### config.mk
export PLATFORM = sky130hd
export DESIGN_NAME = rlc_counter_n
export DESIGN_NICKNAME = d
export VERILOG_FILES = /design/src/rtl/rlc_pkg.sv /design/src/rtl/rlc_tc_detect.sv /design/src/rtl/rlc_counter_n.sv
export SDC_FILE = /design/constraint.sdc
export NUM_CORES = 1
export LEC_CHECK = 0
export CAP_MARGIN = 15
export CORE_MARGIN = 2
export CORE_UTILIZATION = 40
export CTS_BUF_LIST = sky130_fd_sc_hd__clkbuf_4 sky130_fd_sc_hd__clkbuf_8
export CTS_CLUSTER_DIAMETER = 200
export DETAILED_ROUTE_END_ITERATION = 12
export PLACE_DENSITY = 0.69
export SLEW_MARGIN = 10
export SYNTH_ARGS = -nofsm -noshare
export SYNTH_HDL_FRONTEND = slang
export SYNTH_SLANG_ARGS = --single-unit
### constraint.sdc
create_clock -name c -period 2.9 [get_ports c]
set_input_delay 0.58 -clock c [delete_from_list [all_inputs] [get_ports c]]
set_output_delay 0.58 -clock c [all_outputs]
set_load 0.005 [all_outputs]
### src/rtl/rlc_pkg.sv
// Shared mode encodings, one-shot state type and the terminal-condition
// function used by both the counter datapath and its verification model.
package rlc_pkg;

  localparam logic [1:0] MODE_UPWRAP  = 2'b00;
  localparam logic [1:0] MODE_ONESHOT = 2'b01;
  localparam logic [1:0] MODE_PERIOD  = 2'b10;
  localparam logic [1:0] MODE_UPCMP   = 2'b11;

  typedef enum logic {
    OS_IDLE = 1'b0,
    OS_RUN  = 1'b1
  } os_state_e;

  // Operands are zero-extended to 32 bits; width selects the all-ones pattern.
  function automatic logic rlc_terminal(
    input logic [1:0]  mode,
    input logic [31:0] q,
    input logic [31:0] rq,
    input logic        run,
    input int unsigned width
  );
    logic [31:0] ones;
    logic        term;
    ones = 32'hFFFF_FFFF >> (32 - width);
    case (mode)
      MODE_UPWRAP:  term = (q == ones);
      MODE_ONESHOT: term = run && (q == 32'd1);
      MODE_PERIOD:  term = (q == 32'd0);
      MODE_UPCMP:   term = (q == rq);
      default:      term = 1'b0;
    endcase
    return term;
  endfunction

endpackage

### src/rtl/rlc_tc_detect.sv
// Combinational terminal lookahead and next-count selection for one counter stage.
// Load wins over reload, reload wins over a plain count step.
module rlc_tc_detect
  import rlc_pkg::*;
#(
  parameter int WIDTH = 8
) (
  input  logic [1:0]       i_mode,
  input  logic             i_ce,
  input  logic             i_ld,
  input  logic [WIDTH-1:0] i_dl,
  input  logic [WIDTH-1:0] i_q,
  input  logic [WIDTH-1:0] i_rq,
  input  logic             i_run,
  output logic             o_tc,
  output logic [WIDTH-1:0] o_q_nxt
);

  localparam logic [WIDTH-1:0] ONE = {{(WIDTH-1){1'b0}}, 1'b1};

  logic w_term;

  assign w_term = rlc_terminal(i_mode, 32'(i_q), 32'(i_rq), i_run, WIDTH);
  assign o_tc   = ~i_ld & i_ce & w_term;

  always_comb begin
    o_q_nxt = i_q;
    if (i_ld) begin
      o_q_nxt = i_dl;
    end else if (i_ce) begin
      case (i_mode)
        MODE_UPWRAP:  o_q_nxt = i_q + ONE;
        MODE_ONESHOT: if (i_run) o_q_nxt = i_q - ONE;
        MODE_PERIOD:  o_q_nxt = (i_q == '0) ? i_rq : (i_q - ONE);
        MODE_UPCMP:   o_q_nxt = (i_q == i_rq) ? '0 : (i_q + ONE);
        default:      o_q_nxt = i_q;
      endcase
    end
  end

endmodule

### src/rtl/rlc_counter_n.sv
// N-bit loadable/reloadable counter with four modes, one-shot FSM,
// registered terminal pulse co and same-cycle lookahead tc for cascading.
module rlc_counter_n
  import rlc_pkg::*;
#(
  parameter int               WIDTH   = 8,
  parameter logic [WIDTH-1:0] RESET_Q = '0
) (
  input  logic             c,
  input  logic             r,
  input  logic             ce,
  input  logic             ld,
  input  logic [WIDTH-1:0] dl,
  input  logic             wr,
  input  logic [WIDTH-1:0] dr,
  input  logic [1:0]       mode,
  output logic [WIDTH-1:0] q,
  output logic [WIDTH-1:0] rq,
  output logic             run,
  output logic             co,
  output logic             tc
);

  logic [WIDTH-1:0] r_q;
  logic [WIDTH-1:0] r_rq;
  logic             r_co;
  os_state_e        r_os;

  logic [WIDTH-1:0] w_q_nxt;
  logic             w_tc;
  logic             w_run;

  assign w_run = (r_os == OS_RUN);

  rlc_tc_detect #(
    .WIDTH (WIDTH)
  ) u_tc_detect (
    .i_mode  (mode),
    .i_ce    (ce),
    .i_ld    (ld),
    .i_dl    (dl),
    .i_q     (r_q),
    .i_rq    (r_rq),
    .i_run   (w_run),
    .o_tc    (w_tc),
    .o_q_nxt (w_q_nxt)
  );

  always_ff @(posedge c or posedge r) begin
    if (r) begin
      r_q  <= RESET_Q;
      r_rq <= '0;
      r_co <= 1'b0;
      r_os <= OS_IDLE;
    end else begin
      r_q  <= w_q_nxt;
      r_co <= w_tc;
      if (wr) r_rq <= dr;
      // Only a load can start the one-shot; any other mode parks it idle.
      if (mode != MODE_ONESHOT) begin
        r_os <= OS_IDLE;
      end else begin
        case (r_os)
          OS_IDLE: if (ld && (dl != '0)) r_os <= OS_RUN;
          OS_RUN: begin
            if (ld)        r_os <= (dl != '0) ? OS_RUN : OS_IDLE;
            else if (w_tc) r_os <= OS_IDLE;
          end
          default: r_os <= OS_IDLE;
        endcase
      end
    end
  end

  assign q   = r_q;
  assign rq  = r_rq;
  assign run = w_run;
  assign co  = r_co;
  assign tc  = w_tc;

endmodule

[After elaboration in Yosys (flattened, before gate mapping)]
Cells that the tools add are included.
Storage, ports and cells
  register bits after elaboration: 18
  input bits: 23
  output and inout bits: 19
  word-level logic and storage cells: 38
Operators by class
  add/subtract/negate cells: 2
  eq/ne operators: 8
  multiplexer cells: 13
  bitwise logic cells: 4
  reduce and logical (&&, ||, !) cells: 7
Operators by type and width (number)
  $mux W8: 5
  $pmux W8 S4: 1
  $add A8 B1 Y8 const B: 1
  $eq A8 B1 Y1 const B: 1
  $eq A8 B8 Y1: 1
  $eq A8 B8 Y1 const B: 1
  $logic_not A8 Y1: 1
  $reduce_bool A8 Y1: 1
  $sub A8 B1 Y8 const B: 1
  $mux W1: 5
  $eq A2 B2 Y1 const B: 2
  $pmux W1 S4: 1
  $ne A3 B3 Y1 const B: 1
  $and A1 B1 Y1: 2
  $eq A2 B1 Y1 const B: 1
  $logic_and A1 B1 Y1: 2
  $logic_not A2 Y1: 1
  $ne A2 B1 Y1 const B: 1
  $not A1 Y1: 2
  $pmux W1 S2: 1
  $reduce_and A2 Y1: 1
  $reduce_bool A2 Y1: 1

[Logic depth before layout (Yosys ltp)]
  depth after elaboration: 8
  gate-level depth with buffers: 9
  gate-level depth less buffers: 8

[By module]
Synthesis repeated with hierarchy kept, for this count alone.
Second synthesis, totals
  cells, all modules: 190
  area, all modules: 1586.5 um^2
Modules (own cells, without submodules)
  rlc_tc_detect: instances 1, cells an instance 155, area an instance 989.7 um^2, seq. area each 0.0 um^2
  rlc_counter_n: instances 1, cells an instance 35, area an instance 596.8 um^2, seq. area each 450.4 um^2

[Worst setup path after synthesis]
OpenSTA, ideal clock, no wires.
  path kind: reg-to-output
  start point: reg r_q[0], in the netlist q[0]
  end point: out tc
  data arrival time: 1.853 ns
  required time: 2.320 ns
  path slack: 0.467 ns
  stages on the path, launching flop included: 8
  path buffers: 1
  cells stage by stage: dfrtp_1 clkbuf_1 inv_1 ha_1 or3b_2 nor3_4 a21oi_2 a21oi_2
Between the ends
  longest elaborated chain between the ends: 4
  elaborated cells on any way between the ends: 7
  classes of those cells: 3 x eq/ne; 1 x mux; 1 x bitwise; 2 x reduce/logical
Ends and longest elaborated chain
  start: declaration: RTL line rlc_counter_n.sv:24  | logic [WIDTH-1:0] r_q;
  start signal: assignment: RTL line rlc_counter_n.sv:56  | r_q <= w_q_nxt;
  $eq A8 B1 Y1: RTL line rlc_pkg.sv:28  | MODE_ONESHOT: term = run && (q == 32'd1);
  $logic_and A1 B1 Y1: RTL line rlc_pkg.sv:28
  $pmux W1 S4 *: RTL line rlc_pkg.sv:26  | case (mode)
  $and A1 B1 Y1 *: RTL line rlc_tc_detect.sv:24  | assign o_tc = ~i_ld & i_ce & w_term;
  end: declaration: RTL line rlc_counter_n.sv:21  | output logic tc
Every way passes the cells marked *; elsewhere a longest branch is shown, timed or not.

[Final worst setup path]
Ends and elaborated chain as after synthesis.

==> metrics <==
min Tclk post-route between 2 and 3 ns; Post-Synth Simple-Gate Area 0.227; initial antenna violation count 0; diodes inserted 0; EDFF count, synth 0; TritonCTS buffer count 3; Via density roughly 5.5; clk slew on worst S/H paths 0.10 ns; clock tree from TritonCTS built; commonest cells after routing, fill and taps aside 40 x clkdlybuf4s50_1, 18 x dfrtp_1, 17 x buf_4; global-route wire length before repair 6.44 mm; Post-Syn Instances 159; TNS Setup 0 ns; drt drc 0; worst setup margin ~0.26 ns; Worst Skew just under 0.003 ns; asr flop ratio synth 1.00; worst min path class register to register; floorplan row count 21; TritonCTS Sinks 18; fmax approximately 380 MHz; Critical Path Fanout Max 9; Die ar. 4060 sq um; status finished clean; count of cell types in the netlist just under 50; share of synthesized area spent on multiplexers 0.0623; commonest non-fill, non-tap cell in the layout clkdlybuf4s50_1; met3 Resource Use GR 0.0375; Top Usage Layer GRT met2; Area Overhead vs Synth 40.4%; Post-Synthesis Net Count 186; CTS Buffer Depth 2; Initial DRT Pass Iterations 4; fin nets approximately 240; max-slew violations 0; worst slack, placed between 0.01 and 0.015 ns; normalized max-slew margin 0.536; vias in the first global route approximately 1.4k; global routing usage on met2 0.370; Hold Fails Final Rpt 0; post-synthesis register bit count 18; Synth Area per Inst between 8 and 9 sq um; Die Ht ~64 microns; DP HPWL between 3 and 4 mm; Req. time, crit path about 2.3 ns; fin crit share 0.911; Most used DFF post-synth dfrtp_1; final RePlAce weighted congestion 1.00; sequential cell area fraction in the yosys report 0.316; Top Ports 42; M1 GR Usage 0.247; Clk Latency, worst-skew pair just under 0.3 ns; Hold WS 0.607 ns; Initial Utilization 0.421; WP data arrival approximately 2.1 ns; antenna viol nets, final 0; largest family of logic cells by synthesized area simple AND/OR/NAND/NOR gates; Setup crit end kind output port; Worst-Margin Slew between 0.6 and 0.7 ns; # setup viols final 0; total wire length between 3 and 4 mm; CTS H-Tree Depth 1; Post-Synthesis Cell Area roughly 1400 sq um; Yosys Warn Count 0; RSZ-0062 raised after global routing false; Power Dens Cells 393 nW/um^2; XOR/XNOR share of the synthesized area 0.111; post-DR wirelength/cell between 15 and 20 microns; DRT iter0 DRCs between 80 and 90; DR vias between 1k and 1.5k; pin count of the biggest net entering global routing 19; cell chosen for the clock root clkbuf_4; Max Cap Viol 0; PortBufs slightly above 40; core outline area 3390 sq um; Leak Pwr about 0.8 nW; CP Class register to output port; worst vdd ir between 0.15 and 0.2 mV; area fraction in compound gates after synthesis 0.192; Die X between 60 and 70 microns; layout cell share with drive strength beyond 1 0.210; gr ovfl total 0; CP Launch Type register; GR Util All Layers 0.207; Adder-Cell Fraction of Synth Area 0.0351
-- cells in the mapped netlist (2+ instances only) --
cell type  count  area share
dfrtp_1       18        0.32
nor2_1        14       0.037
a21oi_1       13       0.046
xnor2_1       11       0.068
nand2_1       10       0.026
mux2_2         7       0.055
xor2_1         7       0.043
buf_2          5       0.018
inv_1          5       0.013
and3_1         4       0.018
clkbuf_1       4       0.011
ha_1           4       0.035
nand3_1        4       0.014
o21ai_0        4       0.014
a221oi_1       3       0.018
nor2b_1        3       0.013
nor3_1         3       0.011
a2111oi_1      2       0.014
a21oi_2        2       0.012
buf_6          2       0.016
nand4_1        2      0.0088
o21ai_1        2      0.0070
o21ai_2        2       0.012
o31ai_1        2       0.011
or3b_2         2       0.012
-- cell type report --
type | count | area [sq um]
clock buffer | 4 | 36.3
multi-input combinational | 125 | 903
timing repair buffer | 58 | 537
tap | 46 | 57.6
fill | 296 | 1390
sequential | 18 | 450
inverter | 5 | 18.8
-- flip-flops by register name, indices dropped and copies added, names as in the netlist --
signal,cells
rq,8
q,8
run,1
co,1
-- worst paths after layout --
path	from	to	slack (ns)	cells past startpoint
max reg2reg	q[0]$_DFFE_PP0P_	run$_DFF_PP0_	0.81	8
min in group asynchronous	r	rq[1]$_DFFE_PP0P_	0.69	2
min	rq[2]$_DFFE_PP0P_	rq[2]$_DFFE_PP0P_	0.61	1
max	q[0]$_DFFE_PP0P_	tc	0.26	7
max in group asynchronous	r	q[0]$_DFFE_PP0P_	1.77	2
min reg2reg	rq[2]$_DFFE_PP0P_	rq[2]$_DFFE_PP0P_	0.61	1
-- layer usage --
layer  up-vias  share of wire
met1       655           0.43
met3         4          0.065
met2        61           0.49
met5         -              0
li1        677              -
met4         0         0.0087
-- cell families (layout without fill, tap and decap cells) --
logic type	Yosys count	count (layout)
adders and majority gates	4	4
and+or+nand+nor	55	55
muxes	8	8
AOI/OAI and AO/OA	40	40
xor gates and xnor gates	18	18
buffers and inverters	16	67
DFF	18	18
-- report_power, final --
part	internal (W)	switching [W]	total, W	leakage, nW
registers	0.000277	0.0000301	0.000307	0.217
clock network	0.0000765	0.0000784	0.000155	0.0210
logic	0.000175	0.000150	0.000325	0.581
total	0.000528	0.000259	0.000787	0.819
-- through the flow --
stage / cells / power (W) / utilization / instance area (sq um)
global route: 256 / 0.000843 / 0.591 / 2000
floorplan: 159 / 0.000486 / - / 1430
finish: 256 / 0.000787 / 0.591 / 2000
global placement: 251 / 0.000620 / 0.576 / 1950
CTS: 256 / 0.000793 / 0.591 / 2000
detailed placement: 251 / 0.000628 / 0.576 / 1950
-- critical path, stage by stage, from the launching register on --
cell and delay [ns]:
dfrtp_1 0.39, buf_4 0.18, ha_1 0.25, and3_1 0.23, and3_1 0.19, o221ai_1 0.19
a21oi_2 0.07, dlygate4sd2_1 0.27
-- timing repair --
| action | 4_1_cts | 5_1_grt |
|---|---|---|
| hold buffers | 0 | 0 |
| endpoints found under the hold margin | 0 | 0 |
| setup endpoints to repair | 1 | 0 |
| gates resized for setup | 4 | 0 |
| buffers inserted | 1 | 0 |
Power figures use the tool's default switching activity.
